### src/rtl/uart_fifo_hub.sv
// uart_fifo_hub
//   UART echo hub: every byte received on rx_in is queued in a small FIFO
//   and retransmitted on tx_out in arrival order. tx_hold pauses the
//   transmitter between frames without losing received bytes.
//
// Parameters
//   CLKS_PER_BIT  clk cycles per UART bit (>= 4)
//   DATA_BITS     data bits per frame, LSB first (5..9)
//   DEPTH         FIFO entries (power of 2, >= 2)
//
// Ports
//   clk         system clock, rising edge
//   rst         asynchronous reset, active-high
//   rx_in       serial input, idle high, asynchronous to clk
//   tx_hold     1 = do not start a new TX frame
//   tx_out      serial output, idle high
//   tx_busy     1 while a TX frame is in progress (start..stop)
//   fifo_level  FIFO entry count, 0..DEPTH
//   overflow    sticky: a received byte was dropped on a full FIFO
//   frame_err   1-clk pulse: stop bit sampled low
//   parity_err  1-clk pulse: even-parity mismatch (UART_HUB_PARITY_EN only)
//
// Build option
//   UART_HUB_PARITY_EN  adds an even-parity bit after the data bits on
//                       both RX and TX and exposes parity_err.
`timescale 1ns/1ps

module uart_fifo_hub #(
    parameter int CLKS_PER_BIT = 139,
    parameter int DATA_BITS    = 8,
    parameter int DEPTH        = 16
) (
    input  logic                     clk,
    input  logic                     rst,
    input  logic                     rx_in,
    input  logic                     tx_hold,
    output logic                     tx_out,
    output logic                     tx_busy,
    output logic [$clog2(DEPTH):0]   fifo_level,
    output logic                     overflow,
    output logic                     frame_err
`ifdef UART_HUB_PARITY_EN
    ,
    output logic                     parity_err
`endif
);

    localparam int AW = $clog2(DEPTH);
    localparam int CW = $clog2(CLKS_PER_BIT);
    localparam int BW = $clog2(DATA_BITS);

    localparam logic [CW-1:0] BIT_END  = CW'(CLKS_PER_BIT - 1);
    localparam logic [CW-1:0] HALF_END = CW'(CLKS_PER_BIT / 2 - 1);
    localparam logic [BW-1:0] LAST_BIT = BW'(DATA_BITS - 1);
    localparam logic [AW:0]   FULL_LVL = (AW + 1)'(DEPTH);

    localparam logic [2:0] S_IDLE   = 3'd0;
    localparam logic [2:0] S_START  = 3'd1;
    localparam logic [2:0] S_DATA   = 3'd2;
`ifdef UART_HUB_PARITY_EN
    localparam logic [2:0] S_PARITY = 3'd3;
`endif
    localparam logic [2:0] S_STOP   = 3'd4;

    // ------------------------------------------------------------------
    // rx_in synchroniser; rxs_d is one more stage used only to see the
    // 1->0 transition that marks a start bit.
    // ------------------------------------------------------------------
    logic rx_meta, rxs, rxs_d;

    always_ff @(posedge clk or posedge rst) begin
        if (rst) begin
            rx_meta <= 1'b1;
            rxs     <= 1'b1;
            rxs_d   <= 1'b1;
        end else begin
            rx_meta <= rx_in;
            rxs     <= rx_meta;
            rxs_d   <= rxs;
        end
    end

    // ------------------------------------------------------------------
    // Receiver
    // ------------------------------------------------------------------
    logic [2:0]           rx_state;
    logic [CW-1:0]        rx_cnt;
    logic [BW-1:0]        rx_idx;
    logic [DATA_BITS-1:0] rx_shift;
    logic                 rx_tick;
    logic                 rx_stop_ok;
    logic                 rx_push;
`ifdef UART_HUB_PARITY_EN
    logic                 rx_par_bad;
`endif

    assign rx_tick    = (rx_cnt == BIT_END);
    assign rx_stop_ok = (rx_state == S_STOP) && rx_tick && rxs;
`ifdef UART_HUB_PARITY_EN
    // A parity failure drops the byte but the frame still runs to STOP.
    assign rx_push = rx_stop_ok && !rx_par_bad;
`else
    assign rx_push = rx_stop_ok;
`endif

    always_ff @(posedge clk or posedge rst) begin
        if (rst) begin
            rx_state   <= S_IDLE;
            rx_cnt     <= '0;
            rx_idx     <= '0;
            rx_shift   <= '0;
            frame_err  <= 1'b0;
`ifdef UART_HUB_PARITY_EN
            rx_par_bad <= 1'b0;
            parity_err <= 1'b0;
`endif
        end else begin
            frame_err  <= 1'b0;
`ifdef UART_HUB_PARITY_EN
            parity_err <= 1'b0;
`endif
            case (rx_state)
                S_IDLE: begin
                    if (rxs_d && !rxs) begin
                        rx_state <= S_START;
                        rx_cnt   <= '0;
                    end
                end
                S_START: begin
                    // Half a bit in: still low means a real start bit,
                    // high again means a glitch that is silently ignored.
                    if (rx_cnt == HALF_END) begin
                        rx_cnt   <= '0;
                        rx_idx   <= '0;
                        rx_state <= rxs ? S_IDLE : S_DATA;
                    end else begin
                        rx_cnt <= rx_cnt + 1'b1;
                    end
                end
                S_DATA: begin
                    if (rx_tick) begin
                        rx_cnt   <= '0;
                        rx_shift <= {rxs, rx_shift[DATA_BITS-1:1]};
                        rx_idx   <= rx_idx + 1'b1;
                        if (rx_idx == LAST_BIT) begin
`ifdef UART_HUB_PARITY_EN
                            rx_state <= S_PARITY;
`else
                            rx_state <= S_STOP;
`endif
                        end
                    end else begin
                        rx_cnt <= rx_cnt + 1'b1;
                    end
                end
`ifdef UART_HUB_PARITY_EN
                S_PARITY: begin
                    if (rx_tick) begin
                        rx_cnt     <= '0;
                        rx_par_bad <= ^{rx_shift, rxs};
                        rx_state   <= S_STOP;
                    end else begin
                        rx_cnt <= rx_cnt + 1'b1;
                    end
                end
`endif
                S_STOP: begin
                    if (rx_tick) begin
                        rx_cnt    <= '0;
                        rx_state  <= S_IDLE;
                        frame_err <= !rxs;
`ifdef UART_HUB_PARITY_EN
                        // Reported here so both errors pulse together.
                        parity_err <= rx_par_bad;
`endif
                    end else begin
                        rx_cnt <= rx_cnt + 1'b1;
                    end
                end
                default: rx_state <= S_IDLE;
            endcase
        end
    end

    // ------------------------------------------------------------------
    // FIFO: pointers carry one extra wrap bit so level = wr - rd covers
    // both empty (0) and full (DEPTH).
    // ------------------------------------------------------------------
    logic [DATA_BITS-1:0] mem [DEPTH];
    logic [AW:0]          wr_ptr, rd_ptr;
    logic                 fifo_full, fifo_empty;
    logic                 wr_en, pop;
    logic [2:0]           tx_state;

    assign fifo_level = wr_ptr - rd_ptr;
    assign fifo_full  = (fifo_level == FULL_LVL);
    assign fifo_empty = (fifo_level == '0);
    // Full is judged before any same-cycle pop, so a push on a full FIFO
    // is dropped even if the transmitter frees a slot in that cycle.
    assign wr_en      = rx_push && !fifo_full;
    assign pop        = (tx_state == S_IDLE) && !fifo_empty && !tx_hold;

    always_ff @(posedge clk or posedge rst) begin
        if (rst) begin
            wr_ptr   <= '0;
            rd_ptr   <= '0;
            overflow <= 1'b0;
        end else begin
            if (wr_en)
                wr_ptr <= wr_ptr + 1'b1;
            if (pop)
                rd_ptr <= rd_ptr + 1'b1;
            if (rx_push && fifo_full)
                overflow <= 1'b1;
        end
    end

    always_ff @(posedge clk) begin
        if (wr_en)
            mem[wr_ptr[AW-1:0]] <= rx_shift;
    end

    // ------------------------------------------------------------------
    // Transmitter
    // ------------------------------------------------------------------
    logic [CW-1:0]        tx_cnt;
    logic [BW-1:0]        tx_idx;
    logic [DATA_BITS-1:0] tx_shift;
    logic [DATA_BITS-1:0] head;
    logic                 tx_tick;
`ifdef UART_HUB_PARITY_EN
    logic                 tx_par;
`endif

    assign head    = mem[rd_ptr[AW-1:0]];
    assign tx_tick = (tx_cnt == BIT_END);

    always_ff @(posedge clk or posedge rst) begin
        if (rst) begin
            tx_state <= S_IDLE;
            tx_out   <= 1'b1;
            tx_busy  <= 1'b0;
            tx_cnt   <= '0;
            tx_idx   <= '0;
            tx_shift <= '0;
`ifdef UART_HUB_PARITY_EN
            tx_par   <= 1'b0;
`endif
        end else begin
            case (tx_state)
                S_IDLE: begin
                    // Only reached for at least one clk after STOP, which
                    // gives the extra idle-high clk between frames.
                    if (pop) begin
                        tx_shift <= head;
`ifdef UART_HUB_PARITY_EN
                        tx_par   <= ^head;
`endif
                        tx_state <= S_START;
                        tx_out   <= 1'b0;
                        tx_busy  <= 1'b1;
                        tx_cnt   <= '0;
                    end
                end
                S_START: begin
                    if (tx_tick) begin
                        tx_cnt   <= '0;
                        tx_idx   <= '0;
                        tx_out   <= tx_shift[0];
                        tx_shift <= tx_shift >> 1;
                        tx_state <= S_DATA;
                    end else begin
                        tx_cnt <= tx_cnt + 1'b1;
                    end
                end
                S_DATA: begin
                    if (tx_tick) begin
                        tx_cnt <= '0;
                        tx_idx <= tx_idx + 1'b1;
                        if (tx_idx == LAST_BIT) begin
`ifdef UART_HUB_PARITY_EN
                            tx_out   <= tx_par;
                            tx_state <= S_PARITY;
`else
                            tx_out   <= 1'b1;
                            tx_state <= S_STOP;
`endif
                        end else begin
                            tx_out   <= tx_shift[0];
                            tx_shift <= tx_shift >> 1;
                        end
                    end else begin
                        tx_cnt <= tx_cnt + 1'b1;
                    end
                end
`ifdef UART_HUB_PARITY_EN
                S_PARITY: begin
                    if (tx_tick) begin
                        tx_cnt   <= '0;
                        tx_out   <= 1'b1;
                        tx_state <= S_STOP;
                    end else begin
                        tx_cnt <= tx_cnt + 1'b1;
                    end
                end
`endif
                S_STOP: begin
                    if (tx_tick) begin
                        tx_cnt   <= '0;
                        tx_busy  <= 1'b0;
                        tx_state <= S_IDLE;
                    end else begin
                        tx_cnt <= tx_cnt + 1'b1;
                    end
                end
                default: begin
                    tx_state <= S_IDLE;
                    tx_out   <= 1'b1;
                    tx_busy  <= 1'b0;
                end
            endcase
        end
    end

endmodule

### config.mk
export PLATFORM = sky130hd
export DESIGN_NAME = uart_fifo_hub
export DESIGN_NICKNAME = d
export VERILOG_FILES = /design/src/rtl/uart_fifo_hub.sv
export SDC_FILE = /design/constraint.sdc
export NUM_CORES = 1
export LEC_CHECK = 0
export CORE_MARGIN = 2
export CORE_UTILIZATION = 50
export CTS_CLUSTER_DIAMETER = 80
export DETAILED_ROUTE_END_ITERATION = 12
export GPL_ROUTABILITY_DRIVEN = 0
export PLACE_DENSITY_LB_ADDON = 0.15
export SYNTH_ARGS = -nofsm -noshare
export SYNTH_HDL_FRONTEND = slang
export SYNTH_SLANG_ARGS = --single-unit
### constraint.sdc
create_clock -name clk -period 7.6 [get_ports clk]
set_clock_uncertainty 0.05 [all_clocks]
set_input_delay 0.76 -clock clk [delete_from_list [all_inputs] [get_ports clk]]
set_output_delay 0.76 -clock clk [all_outputs]
set_load 0.01 [all_outputs]
==> results of run 1 <==
## critical path: cells and delay by family, from the launching register on
family	cells	cell delay (ps)
XOR/XNOR	1	200
flip-flops	1	320
adder cells (fa/ha/maj)	1	480
AO/OA/AOI/OAI	2	330
buffers and inverters	3	1250
## through the flow
step | power (mW) | std cells
5_1_grt | 2.84 | 797
3_3_place_gp | 1.86 | 765
6_report | 2.71 | 797
4_1_cts | 2.73 | 797
3_5_place_dp | 1.88 | 765
2_1_floorplan | 1.69 | 555
## metal layers
layer | vias up | wire length, µm
li1 | 2135 | -
met1 | 2284 | 7140
met2 | 74 | 7670
met3 | 15 | 445
met4 | 0 | 180
met5 | - | 0
## Yosys cell counts (7+ instances only)
master	number	area share, %
edfxtp_1	128	47
and3_1	24	1.8
mux2_2	9	1.2
xnor2_1	14	1.5
o21ai_0	19	1.2
dfrtp_1	57	18
nand2_1	72	3.3
nor2_1	20	0.92
a21oi_1	19	1.2
clkbuf_1	17	0.78
mux4_2	32	8.9
ha_1	18	2.8
inv_1	16	0.74
nand3_1	7	0.43
o22ai_1	15	1.2
## worst max-delay path by stage
stage | start | to | slack (ps) | cells past startpoint
floorplan | rd_ptr[1] | mem[3][0] | 4070 | 11
global placement | rd_ptr[1] | mem[3][2] | 3950 | 10
detailed placement | rd_ptr[1] | mem[3][2] | 3830 | 10
CTS | rd_ptr[1] | fifo_level[4] | 3690 | 7
global route | rd_ptr[1] | mem[3][4] | 3470 | 10
finish | rd_ptr[1] | fifo_level[4] | 3770 | 7
## cell type report
class	instances	share of cell area, %
inverters	18	0.748
well taps	216	2.99
flip-flops and latches	189	59.5
clock buffers	22	5.38
repair buffers	17	1.75
clock inverters	10	0.915
multi-input cells	325	28.7
## flip-flops by register name, summed over array words and instances (netlist names)
signal,count
mem,128
rx_cnt,8
rx_shift,8
tx_cnt,8
tx_shift,8
rd_ptr,5
wr_ptr,5
rx_idx,3
rx_state,3
tx_idx,3
tx_state,3
frame_err,1
overflow,1
rx_meta,1
rxs,1
rxs_d,1
tx_busy,1
tx_out,1
## power groups by stage
| stage | registers (mW) | clock network [mW] | logic, mW |
|---|---|---|---|
| after floorplan | 1.22 | 0 | 0.478 |
| after global placement | 1.24 | 0 | 0.619 |
| after detailed placement | 1.24 | 0 | 0.637 |
| after CTS | 1.22 | 0.870 | 0.638 |
| after global routing | 1.23 | 0.915 | 0.695 |
| final | 1.22 | 0.854 | 0.631 |
## kinds of logic (layout without fill, tap and decap cells)
group,count (synthesis),after routing,share of synthesized area (%)
adder cells (fa/ha/maj),20,20,3.14
buffers and inverters,41,67,2.03
XOR/XNOR,18,18,1.94
multiplexers,42,42,10.2
AO/OA/AOI/OAI,92,92,7.60
AND/OR/NAND/NOR,153,153,8.93
flip-flops,189,189,66.1
==> impl_metrics.json, run 1 <==
{
  "drive_above_1_share_pct": 15.3,
  "rsz0062_at_grt": "false",
  "cts-resized-gates": 0,
  "grt_util_met2_pct": 30.0,
  "min_path_cells": 0,
  "multiInputGateArea_um2": 2590,
  "rrSetupSlack_ps": 3890,
  "drc": 0,
  "setup_viol": 0,
  "grt_pass1_vias": 4482,
  "ys.flop_type": "edfxtp_1",
  "max-cap-violations": 0,
  "layout_commonest_cell": "edfxtp_1",
  "io_pins": 13,
  "yosys_register_bits": 189,
  "grt_max_degree": 62,
  "busiest_layer": "met2",
  "clock_path_buffers": 2,
  "seq_area_um2": 5380,
  "grt.total_usage_pct": 19.0,
  "peakVddDrop_v": 0.000165,
  "drt_pass1_iterations": 5,
  "ctsRootBufferMaster": "clkbuf_16",
  "cp_data_arrival_time_ps": 3020,
  "whs_ps": 307,
  "htreeDepth": 4,
  "p_switching_mw": 0.797,
  "antenna_left": 0,
  "fmax_ghz": 0.261,
  "final_cell_area_um2": 9030,
  "fin_nets": 591,
  "post_drt_via_cell_ratio": 5.66,
  "endpoint_kind": "output port",
  "slowest_stage": "clkdlybuf4s50_1",
  "initial_utilization_pct": 51.2,
  "cp_slowest_stage_delay_ps": 610,
  "die_h_um": 132,
  "final_cell_mix": "128 x edfxtp_1, 72 x nand2_1, 57 x dfrtp_1",
  "hold_violations": 0,
  "seqPwrFrac_pct": 45.1,
  "seq_area_frac_synth_pct": 66.1,
  "worstSetupStartpointType": "flip-flop",
  "drtIter0Drc": 411,
  "period_share_pct": 50.4,
  "r2r-start": "rd_ptr[1]",
  "core_um2": 15900,
  "min_period_ps": 3830,
  "crit_fanout": 34,
  "dp_slack_ps": 3830,
  "worstReg2RegEnd": "mem[3][4]",
  "tns_ps": 0,
  "vias": 4508,
  "met1_usage_pct": 26.5,
  "p_leak_nw": 3.13,
  "outcome": "finished clean",
  "worst_slew_pin_slew_ps": 1090,
  "cts_tree": "done",
  "p_per_area_nw_per_um2": 300,
  "worstSetupPathType": "flip-flop to output port",
  "use_met3_pct": 4.24,
  "antenna_cells": 0,
  "clkLatencyLatePin_ps": 430,
  "p_int_mw": 1.91,
  "min_to": "rxs",
  "fin_util_pct": 56.8,
  "cts.sinks": 189,
  "setup_ws_ps": 3770,
  "relSlewSlack_pct": 26.6,
  "syn_area_per_cell_um2": 14.6,
  "grt_pass1_wl_mm": 24.8,
  "syn-num-nets": 578,
  "synthCells": 555,
  "hold_buffers": 0,
  "fill_cells": 1271,
  "path_cells": "buf_4, inv_1, fa_1, a21o_1, a21oi_2, xnor2_1, clkdlybuf4s50_1",
  "dieArea_um2": 17300,
  "clk_pin_slew_ps": 70,
  "swShare_pct": 29.5,
  "antenna_found_initial": 0,
  "die-width_um": 132,
  "totalWireLength_mm": 15.4,
  "report.final.slew_viol_count": 0,
  "area_delta_synth_final_pct": 11.1,
  "yosys.cell_types.count": 58,
  "cts_setup_buffers": 0,
  "synth_edf_count": 128,
  "min_from": "rx_meta",
  "combPwrFrac_pct": 23.3,
  "rr_worst_depth": 10,
  "numPortBuffers": 12,
  "cts_buffers": 17,
  "cp.required_ps": 6790,
  "place_hpwl_mm": 9.85,
  "synthArstFlopShare_pct": 32.3,
  "wl_per_cell_um": 19.4,
  "rows": 46,
  "p_clk_share_pct": 31.6,
  "overflow": 0,
  "hp-class": "flip-flop to flip-flop",
  "ys_warn_count": 0,
  "placed_area_um2": 8460,
  "synth.cell_area_um2": 8130
}
(Power assumes the default switching activity.)
==> inputs of run 2 (changes only) <==
==> constraint.sdc (replaced) <==
create_clock -name clk -period 3.2 [get_ports clk]
set_clock_uncertainty 0.05 [all_clocks]
set_input_delay 0.32 -clock clk [delete_from_list [all_inputs] [get_ports clk]]
set_output_delay 0.32 -clock clk [all_outputs]
set_load 0.01 [all_outputs]
==> impl_metrics.json, run 2 (synthesized netlist as in run 1, its figures left out) <==
{
  "numPortBuffers": 12,
  "dp.cells": 777,
  "hp-class": "primary input to flip-flop",
  "whs_ps": 247,
  "totalWireLength_mm": 15.6,
  "io_pins": 13,
  "tns_ps": 0,
  "setup_ws_ps": 172,
  "die_h_um": 132,
  "cp.required_ps": 3450,
  "grt_pass1_wl_mm": 25.1,
  "cts_tree": "done",
  "worstSetupStartpointType": "flip-flop",
  "grt.total_usage_pct": 19.1,
  "rows": 46,
  "wl_met1_mm": 7.02,
  "die-width_um": 132,
  "fin_nets": 604,
  "hold_violations": 0,
  "drive_above_1_share_pct": 17.0,
  "report.final.slew_viol_count": 0,
  "vias": 4614,
  "drt_pass1_iterations": 5,
  "worstSetupPathType": "flip-flop to flip-flop",
  "p_per_area_nw_per_um2": 713,
  "peakVddDrop_v": 0.000401,
  "grt_pass1_vias": 4569,
  "worst_slew_pin_slew_ps": 830,
  "ctsRootBufferMaster": "clkbuf_16",
  "fin_util_pct": 57.9,
  "rsz0062_at_grt": "false",
  "clk_pin_slew_ps": 60,
  "crit_fanout": 8,
  "clkLatencyLatePin_ps": 430,
  "antenna_left": 0,
  "wl_met2_mm": 7.78,
  "endpoint_kind": "flip-flop",
  "setup_viol": 0,
  "min_period_ps": 3030,
  "layout_commonest_cell": "edfxtp_1",
  "cts.sinks": 189,
  "power_mw": 6.56,
  "largest_reg_flops": 128,
  "p_leak_nw": 3.13,
  "antenna_found_initial": 0,
  "drtIter0Drc": 482,
  "max-cap-violations": 0,
  "dr_wl_met3_um": 557,
  "htreeDepth": 4,
  "post_drt_via_cell_ratio": 5.70,
  "final_cell_mix": "128 x edfxtp_1, 72 x nand2_1, 57 x dfrtp_1",
  "outcome": "finished clean",
  "period_share_pct": 94.6,
  "drc": 0,
  "finalNonFillerCells": 809,
  "cp_data_arrival_time_ps": 3280,
  "wl_per_cell_um": 19.2,
  "area_delta_synth_final_pct": 13.1,
  "fmax_ghz": 0.330,
  "placed_area_um2": 8570,
  "place_hpwl_mm": 10.4,
  "antenna_cells": 0,
  "core_um2": 15900,
  "overflow": 0,
  "dp_slack_ps": 178,
  "cts_buffers": 17,
  "grt_max_degree": 38,
  "top_layer_used": "met4",
  "final_cell_area_um2": 9200,
  "dieArea_um2": 17300,
  "clock_path_buffers": 2,
  "initial_utilization_pct": 51.2,
  "fill_cells": 1261,
  "relSlewSlack_pct": 44.6
}
-- run 2: final cells by class --
class / instances / area, µm² / share of cell area [%]
Inverter: 18 / 67.6 / 0.735
Sequential cell: 189 / 5380 / 58.4
Tap cell: 216 / 270 / 2.94
Clock buffer: 18 / 429 / 4.67
Multi-Input combinational cell: 325 / 2600 / 28.3
Timing Repair Buffer: 30 / 283 / 3.07
Clock inverter: 13 / 171 / 1.86
-- run 2: worst max-delay path, cell delays in order (launching register included) --
cell and delay [ps]:
dfrtp_1 410, inv_1 140, ha_1 180, inv_1 60, fa_1 400, a21o_1 180, a21oi_2 150, xnor2_1 140
o41a_1 510, a21oi_4 300, mux2_2 380
-- run 2: layer usage --
metal / vias up / GRT usage, %
li1: 2155 / -
met1: 2357 / 26.1
met2: 84 / 30.7
met3: 18 / 4.05
met4: 0 / 6.46
met5: - / 0
-- run 2: path summary, 6_finish.rpt --
path                       slack, ps       from  cells after the start     endpoint
setup / recovery                 170  wr_ptr[0]                     10  tx_shift[1]
hold / removal                   250      rx_in                      1      rx_meta
setup reg to reg                 170  wr_ptr[0]                     10  tx_shift[1]
hold reg to reg                  310    rx_meta                      0          rxs
max in group asynchronous       1990        rst                      3        rxs_d
min in group asynchronous        330        rst                      2    rd_ptr[0]
-- run 2: report_power, final --
part / leakage [nW] / total [mW] / internal, mW / switching [mW]
sequential: 1.65 / 2.91 / 2.74 / 0.167
clock: 0.287 / 2.15 / 1.29 / 0.855
combinational: 1.19 / 1.50 / 0.654 / 0.851
-- run 2: repair_timing --
action / CTS / global route
buffers inserted: 0 / 1
hold buffers: 0 / 0
setup endpoints to repair: 0 / 9
gates resized for setup: 0 / 1
==> inputs of run 3 (changes only) <==
--- a/config.mk
+++ b/config.mk
@@ -6,7 +6,7 @@
 export NUM_CORES = 1
 export LEC_CHECK = 0
 export CORE_MARGIN = 2
-export CORE_UTILIZATION = 50
+export CORE_UTILIZATION = 56
 export CTS_CLUSTER_DIAMETER = 80
 export DETAILED_ROUTE_END_ITERATION = 12
 export GPL_ROUTABILITY_DRIVEN = 0
==> impl_metrics.json, run 3 (synthesized netlist as in run 1, its figures left out) <==
{
  "die-width_um": 124,
  "vias": 4557,
  "cts_setup_buffers": 0,
  "drive_above_1_share_pct": 17.3,
  "whs_ps": 154,
  "worstSetupPathType": "flip-flop to flip-flop",
  "hold_buffers": 0,
  "worstSetupStartpoint": "wr_ptr[0]",
  "fmax_ghz": 0.332,
  "grt.total_usage_pct": 21.3,
  "cp_slowest_stage_delay_ps": 510,
  "slowest_stage": "o41a_1",
  "ctsRootBufferMaster": "clkbuf_16",
  "wl_met2_mm": 7.69,
  "dieArea_um2": 15500,
  "cts.sinks": 189,
  "drc": 0,
  "tns_ps": 0,
  "p_per_area_nw_per_um2": 700,
  "clk_pin_slew_ps": 70,
  "rows": 44,
  "wl_met1_mm": 6.88,
  "antenna_cells": 0,
  "setup_viol": 0,
  "report.final.slew_viol_count": 0,
  "cp.required_ps": 3460,
  "max-cap-violations": 0,
  "cts-resized-gates": 1,
  "rr_worst_depth": 10,
  "post_drt_via_cell_ratio": 5.86,
  "largest_reg_flops": 128,
  "relSlewSlack_pct": 57.8,
  "p_leak_nw": 3.10,
  "period_share_pct": 94.0,
  "power_mw": 6.36,
  "endpoint_kind": "flip-flop",
  "multiInputGateArea_um2": 2600,
  "core_um2": 14400,
  "antenna_left": 0,
  "worstSetupStartpointType": "flip-flop",
  "clock_path_buffers": 2,
  "grt_pass1_wl_mm": 25.3,
  "hp-class": "primary input to asynchronous set/reset pin",
  "numPortBuffers": 12,
  "cp_data_arrival_time_ps": 3270,
  "layout_commonest_cell": "edfxtp_1",
  "worstSetupEndpoint": "tx_shift[6]",
  "cts_buffers": 17,
  "grt_max_degree": 34,
  "wl_per_cell_um": 19.8,
  "top_layer_used": "met4",
  "io_pins": 13,
  "outcome": "finished clean",
  "finalNonFillerCells": 778,
  "grt_pass1_vias": 4615,
  "worstReg2RegEnd": "tx_shift[6]",
  "initial_utilization_pct": 56.6,
  "area_delta_synth_final_pct": 11.8,
  "path_cells": "inv_2, ha_1, inv_1, fa_1, a21o_1, a21oi_2, xnor2_1, o41a_1, a21oi_4, mux2_2",
  "clkLatencyLatePin_ps": 430,
  "worst_slew_pin_slew_ps": 633,
  "fin_nets": 604,
  "dp.cells": 746,
  "drt_pass1_iterations": 5,
  "totalWireLength_mm": 15.4,
  "antenna_found_initial": 0,
  "cts_tree": "done",
  "rsz0062_at_grt": "false",
  "min_period_ps": 3010,
  "htreeDepth": 4,
  "die_h_um": 124,
  "dr_wl_met3_um": 605,
  "rrSetupSlack_ps": 190,
  "place_hpwl_mm": 10.2,
  "drtIter0Drc": 483,
  "seq_area_um2": 5380,
  "r2r-start": "wr_ptr[0]",
  "fill_cells": 1034,
  "overflow": 0,
  "hold_violations": 0,
  "final_cell_mix": "128 x edfxtp_1, 72 x nand2_1, 57 x dfrtp_1",
  "peakVddDrop_v": 0.000441,
  "crit_fanout": 8
}
==> run 3: routing by layer <==
layer | vias up | global-route usage, %
met5 | - | 0
met4 | 0 | 6.54
met3 | 17 | 4.51
met2 | 85 | 34.2
li1 | 2170 | -
met1 | 2285 | 29.6
==> run 3: worst min path at each step <==
| stage | start | end | slack [ps] | cells past startpoint |
|---|---|---|---|---|
| finish | rst | overflow | 150 | 2 |
| global route | rst | overflow | 180 | 2 |
| CTS | rst | overflow | 150 | 2 |
| detailed placement | rx_meta | rxs | 300 | 0 |
| global placement | rx_meta | rxs | 300 | 0 |
| floorplan | rx_in | rx_meta | 270 | 0 |
==> run 3: through the flow <==
step / utilization, % / cell area (µm²) / worst slack (ps)
2_1_floorplan: - / 8140 / 73.5
3_5_place_dp: 59.4 / 8540 / 126
6_report: 63.2 / 9090 / 192
5_1_grt: 63.2 / 9090 / 36.3
4_1_cts: 63.2 / 9090 / 122
3_3_place_gp: 59.4 / 8540 / 261
==> run 3: layout make-up <==
| cell class | count | area share (%) |
|---|---|---|
| inverters | 18 | 0.744 |
| clock buffers | 21 | 4.96 |
| clock inverters | 11 | 1.06 |
| repair buffers | 30 | 2.93 |
| multi-input cells | 325 | 28.6 |
| well taps | 184 | 2.53 |
| flip-flops and latches | 189 | 59.2 |
==> run 3: power breakdown <==
group          switching, mW  total, mW  leakage (nW)  internal (mW)
sequential             0.169       2.91          1.65           2.74
clock                  0.866       1.95         0.267           1.09
combinational          0.848       1.50          1.18          0.651
==> run 3: critical path, delay by kind of cell (launching register included) <==
kind            cells  cell delay (ps)
compound gates      4             1130
xor+xnor            1              130
fa+ha+maj           2              580
buf+inv             2              180
flops               1              430
mux                 1              380
